--- src/rtl/cordic_pkg.sv ---
// Shared CORDIC constants: arctangent table, angle/gain constants, FSM states.
// Angles are 32-bit binary angles where 2^31 is 180 degrees.
package cordic_pkg;

  localparam logic [31:0] ANGLE_90 = 32'h4000_0000;
  localparam int GAIN_INV_Q15 = 19898;

  localparam logic [31:0] ATAN [32] = '{
    32'h2000_0000, 32'h12E4_051E, 32'h09FB_385B, 32'h0511_11D4,
    32'h028B_0D43, 32'h0145_D7E1, 32'h00A2_F61E, 32'h0051_7C55,
    32'h0028_BE53, 32'h0014_5F2F, 32'h000A_2F98, 32'h0005_17CC,
    32'h0002_8BE6, 32'h0001_45F3, 32'h0000_A2FA, 32'h0000_517D,
    32'h0000_28BE, 32'h0000_145F, 32'h0000_0A30, 32'h0000_0518,
    32'h0000_028C, 32'h0000_0146, 32'h0000_00A3, 32'h0000_0051,
    32'h0000_0029, 32'h0000_0014, 32'h0000_000A, 32'h0000_0005,
    32'h0000_0003, 32'h0000_0001, 32'h0000_0001, 32'h0000_0000
  };

  typedef enum logic [1:0] {
    IDLE,
    ROTATE,
    COMP,
    DONE
  } state_t;

endpackage

--- src/rtl/cordic_atan_lut.sv ---
// Combinational micro-rotation index to arctangent lookup.
// Shared by the rotation and vectoring CORDIC cores.
module cordic_atan_lut
  import cordic_pkg::*;
#(
  parameter int ANGLE_W = 32
) (
  input  logic [4:0]         idx,
  output logic [ANGLE_W-1:0] angle
);

  assign angle = ANGLE_W'(ATAN[idx] >> (32 - ANGLE_W));

endmodule

--- src/rtl/cordic_vectoring.sv ---
// Iterative vectoring CORDIC: (x, y) -> magnitude and atan2 phase.
// Define CORDIC_GAIN_COMP_EN to scale magnitude by 1/K in an extra COMP state.
module cordic_vectoring
  import cordic_pkg::*;
#(
  parameter int WIDTH   = 16,
  parameter int ANGLE_W = 32,
  parameter int ITER    = 16
) (
  input  logic                    clock,
  input  logic                    reset_n,
  input  logic                    in_valid,
  output logic                    in_ready,
  input  logic signed [WIDTH-1:0] x_in,
  input  logic signed [WIDTH-1:0] y_in,
  output logic                    out_valid,
  input  logic                    out_ready,
  output logic [WIDTH:0]          magnitude,
  output logic [ANGLE_W-1:0]      phase
);

  localparam int XW = WIDTH + 2;
  localparam logic [ANGLE_W-1:0] A90 =
    ANGLE_W'(ANGLE_90 >> (32 - ANGLE_W));
  localparam logic [4:0] LAST = 5'(ITER - 1);

  state_t state;
  logic signed [XW-1:0] x, y, xe, ye;
  logic signed [XW-1:0] px, py, xn, yn;
  logic [ANGLE_W-1:0] z, pz, zn, step;
  logic [4:0] iter;
  logic zero;

  assign xe = XW'(x_in);
  assign ye = XW'(y_in);

  cordic_atan_lut #(.ANGLE_W(ANGLE_W)) u_lut (
    .idx  (iter),
    .angle(step)
  );

  // Fold the left half-plane into the right so the iterations converge
  always_comb begin
    px = xe;
    py = ye;
    pz = '0;
    if (x_in[WIDTH-1]) begin
      if (!y_in[WIDTH-1]) begin
        px = ye;
        py = -xe;
        pz = A90;
      end else begin
        px = -ye;
        py = xe;
        pz = -A90;
      end
    end
  end

  always_comb begin
    if (!y[XW-1]) begin
      xn = x + (y >>> iter);
      yn = y - (x >>> iter);
      zn = z + step;
    end else begin
      xn = x - (y >>> iter);
      yn = y + (x >>> iter);
      zn = z - step;
    end
  end

`ifdef CORDIC_GAIN_COMP_EN
  localparam int PW = XW + 16;
  logic signed [PW-1:0] prod;
  assign prod = PW'(x) * PW'(GAIN_INV_Q15) + PW'(1 << 14);
`endif

  always_ff @(posedge clock or negedge reset_n) begin
    if (!reset_n) begin
      state     <= IDLE;
      in_ready  <= 1'b1;
      out_valid <= 1'b0;
      magnitude <= '0;
      phase     <= '0;
      x         <= '0;
      y         <= '0;
      z         <= '0;
      iter      <= '0;
      zero      <= 1'b0;
    end else begin
      case (state)
        IDLE: begin
          if (in_valid) begin
            x        <= px;
            y        <= py;
            z        <= pz;
            iter     <= '0;
            zero     <= (x_in == '0) && (y_in == '0);
            in_ready <= 1'b0;
            state    <= ROTATE;
          end
        end
        ROTATE: begin
          x    <= xn;
          y    <= yn;
          z    <= zn;
          iter <= iter + 5'd1;
          if (iter == LAST) begin
`ifdef CORDIC_GAIN_COMP_EN
            state <= COMP;
`else
            state     <= DONE;
            out_valid <= 1'b1;
            magnitude <= zero ? '0 : (WIDTH+1)'(xn);
            phase     <= zero ? '0 : zn;
`endif
          end
        end
`ifdef CORDIC_GAIN_COMP_EN
        COMP: begin
          state     <= DONE;
          out_valid <= 1'b1;
          magnitude <= zero ? '0 : (WIDTH+1)'(prod >>> 15);
          phase     <= zero ? '0 : z;
        end
`endif
        DONE: begin
          if (out_ready) begin
            out_valid <= 1'b0;
            in_ready  <= 1'b1;
            state     <= IDLE;
          end
        end
        default: state <= IDLE;
      endcase
    end
  end

endmodule

--- config.mk ---
export PLATFORM = sky130hd
export DESIGN_NAME = cordic_vectoring
export DESIGN_NICKNAME = d
export VERILOG_FILES = /design/src/rtl/cordic_pkg.sv /design/src/rtl/cordic_atan_lut.sv /design/src/rtl/cordic_vectoring.sv
export SDC_FILE = /design/constraint.sdc
export NUM_CORES = 1
export LEC_CHECK = 0
export BUFFER_PORTS_ARGS = -buffer_cell sky130_fd_sc_hd__buf_2
export CORE_MARGIN = 5
export CORE_UTILIZATION = 57
export DETAILED_ROUTE_END_ITERATION = 7
export MAX_ROUTING_LAYER = met4
export PLACE_DENSITY_LB_ADDON = 0.08
export SYNTH_ARGS = -nofsm -noshare
export SYNTH_HDL_FRONTEND = slang
export SYNTH_SLANG_ARGS = --single-unit
--- constraint.sdc ---
create_clock -name clock -period 4.95 [get_ports clock]
set_input_delay 0.495 -clock clock [delete_from_list [all_inputs] [get_ports clock]]
set_output_delay 0.495 -clock clock [all_outputs]
set_load 0.02 [all_outputs]
==> run_results.csv <==
group,metric,value,unit
timing,rsz0062_at_grt,"true",
setup_path,reg2reg_from,"iter[0]$_DFFE_PN0P_",
floorplanning,die_x,162,um
synth,ys_types,92,
synth,synth_area_per_cell,8.25,sq um
floorplanning,core_area,22800,sq um
floorplanning,ios,87,
floorplanning,die_y,162,um
setup_path,cp-startpoint,"iter[0]$_DFFE_PN0P_",
setup_path,criticalPathCategory,"reg2reg",
setup_path,cp-endpoint,"x[17]$_DFFE_PN0P_",
placed_design,dp_hpwl,34200,um
global_route,gr-total-overflow,0,
timing,setup-tns-final,0,ns
timing,setup_violations,0,
synth,async_reset_ff_frac,1.00,
global_route,grt_pass1_wl,70900,um
synth,ys.warnings.count,0,
clock_tree,cts.path.max_buffers,2,
timing,fin_crit,4.83,ns
route,num_vias,13679,
route,initialDrtViolationCount,1302,
setup_path,cp_max_fo,17,
synth,ys_top_cells_by_area,"dfrtp_1, ha_1, a21oi_1",
placed_design,place_inst,2036,
clock_tree,clock_latency,0.44,ns
route,postRouteAntennaNets,0,
synth,synth_largest_area_cell,"dfrtp_1",
route,drt_first_pass_iters,8,
setup_path,endpoint_kind,"register",
setup_path,reg2reg_to,"x[17]$_DFFE_PN0P_",
timing,clock.fmax,0.207,GHz
synth,yosysSeqAreaShare,0.240,
setup_path,worstPathArrival,5.15,ns
timing,fin_crit_sh,0.975,
synth,netlist_instances,1605,
setup_path,crit_path_start_kind,"register",
final_layout,nNetsFinal,1883,
clock_tree,clk_pin_slew_worst_paths,0.08,ns
floorplanning,die_area,26400,sq um
synth,synth_common_cells,"nor2_1, nand2_1, a21oi_1",
job,maxCapViolCount,0,
final_layout,synthToLayoutAreaGrowth,20.1,%
timing,timing_worst_slew_pin_value,0.913,ns
clock_tree,cts_hold_buf,0,
timing,hold_viol,0,
clock_tree,cts.htree.levels,4,
synth,synthesis.nets,1724,
clock_tree,cts_buffers,17,
setup_path,crit_required,5.27,ns
global_route,grt_max_degree,76,
floorplanning,start_util,0.581,
route,wl_per_cell,22.2,um
outcome,status,"finished, final reports clean",
placed_design,port-buffer-count,86,
synth,synth_edf_count,0,
timing,finalClockSkew,0.0182,ns
final_layout,fin_util,0.698,
global_route,grt_pass1_vias,13093,
final_layout,nFillCells,1919,
synth,ys_ff_latch,127,
global_route,grt_use_total,0.347,
synth,synth_most_common_cell,"nor2_1",
global_route,antenna_found_initial,0,
clock_tree,cts_tree,"yes",
final_layout,drive_gt1_frac,0.233,
synth,synth_top_area_frac,0.238,
route,finalWirelength,46400,um
hold_path,hp-class,"in2async",
synth,synth-main-ff-cell,"dfrtp_1",
timing,drv_slew,0,
synth,netlist_area,13200,sq um
setup_path,rr_worst_depth,19,
route,drc_errors,0,
floorplanning,rows,55,
clock_tree,cts_sinks,127,
timing,slew_headroom,0.392,
placed_design,gp_congestion,0.995,
route,vias_per_cell,6.54,
final_layout,stdcell_count,2090,
final_layout,num_antenna_cells,0,
setup_path,r2r_slack,0.12,ns
clock_tree,root_buffer,"clkbuf_16",
## critical path: stages (launching register included)
cell and delay, ns:
dfrtp_2 0.43, buf_12 0.19, mux4_2 0.54, a222oi_1 0.45, o21a_1 0.21, ha_1 0.18
nand2_1 0.11, nor3_4 0.22, a41oi_2 0.20, nand2b_1 0.21, o22a_1 0.16, o21ai_0 0.17
ha_1 0.27, or2_2 0.29, a21oi_2 0.15, a31oi_2 0.06, a211oi_2 0.21, and3b_1 0.22
o211a_1 0.22, a211o_1 0.22
## layout by cell type (no fill, tap or decap), drive strengths merged, types with 8 or more instances in the layout
cell	netlist	final
o21a	13	13
a21o	16	16
o22ai	27	27
nor2	153	153
o21ai	95	95
nor2b	23	23
a221o	11	11
a31oi	25	25
dfrtp	126	126
or3	13	13
a211oi	24	24
o21bai	9	9
nand2b	25	25
a22oi	15	15
buf	43	245
nand2	142	142
inv	38	48
o31ai	18	18
mux2	18	18
o22a	8	8
mux2i	45	45
a21oi	136	136
nor3	33	33
xnor2	66	66
or2	9	9
clkbuf	64	19
nor4	12	12
and2	11	11
o211ai	15	15
ha	80	80
xor2	53	53
and3	14	14
nand3	24	24
mux4	25	25
a22o	68	68
## sequential cells by signal, indices dropped and copies added (netlist names)
signal     count
zero           1
iter           5
y             18
state          2
magnitude     17
z             32
in_ready       1
x             18
out_valid      1
phase         32
## per-layer routing
metal	track usage	wire length, um	up-vias
met5	-	0	-
met4	0.158	2770	0
met3	0.0516	2930	185
met2	0.596	22800	635
met1	0.402	17900	6530
li1	-	-	6329
## final cells by class
| type | instances | area, sq um | share of cell area |
|---|---|---|---|
| inverter | 41 | 158 | 0.00991 |
| tap | 313 | 392 | 0.0246 |
| clock buffer | 17 | 425 | 0.0267 |
| sequential | 127 | 3190 | 0.200 |
| timing repair buffer | 247 | 1760 | 0.111 |
| clock inverter | 15 | 161 | 0.0101 |
| multi-input combinational | 1330 | 9820 | 0.618 |
## worst min-delay path by stage
stage	from	end	slack, ns	cells after the start
finish	reset_n	z[9]$_DFFE_PN0P_	0.08	1
detailed placement	phase[14]$_DFFE_PN0P_	phase[14]$_DFFE_PN0P_	0.46	2
floorplan	reset_n	iter[0]$_DFFE_PN0P_	0.20	0
CTS	reset_n	z[7]$_DFFE_PN0P_	0.11	1
global route	reset_n	phase[7]$_DFFE_PN0P_	0.14	1
global placement	phase[14]$_DFFE_PN0P_	phase[14]$_DFFE_PN0P_	0.46	2
## through the flow
step	setup slack, ns	hold slack, ns	instance area, sq um
after floorplan	0.0154	0.199	13300
after global placement	-0.0175	0.457	14700
after detailed placement	-0.104	0.463	14700
after CTS	0.0133	0.105	15400
after global routing	-0.0651	0.138	15900
final	0.124	0.0820	15900
## repair_timing
| item | 4_1_cts | 5_1_grt |
|---|---|---|
| resized for setup | 9 | 81 |
| gates cloned | 0 | 2 |
| setup endpoints to repair | 13 | 40 |
| buffers inserted | 1 | 19 |
| pin swaps | 1 | 27 |
## cells by family (layout without fill, tap and decap cells)
| logic type | after synthesis | after routing | share of synthesized area |
|---|---|---|---|
| AO/OA/AOI/OAI | 550 | 550 | 0.281 |
| XOR/XNOR | 120 | 120 | 0.0804 |
| adder cells (fa/ha/maj) | 83 | 83 | 0.0801 |
| buffers and inverters | 148 | 320 | 0.0486 |
| flip-flops | 127 | 127 | 0.240 |
| multiplexers | 88 | 88 | 0.0921 |
| AND/OR/NAND/NOR | 489 | 489 | 0.177 |
Power is left out: the tool's default activity adds up to more than one toggle a clock period on the data nets, which glitch-free logic cannot reach.
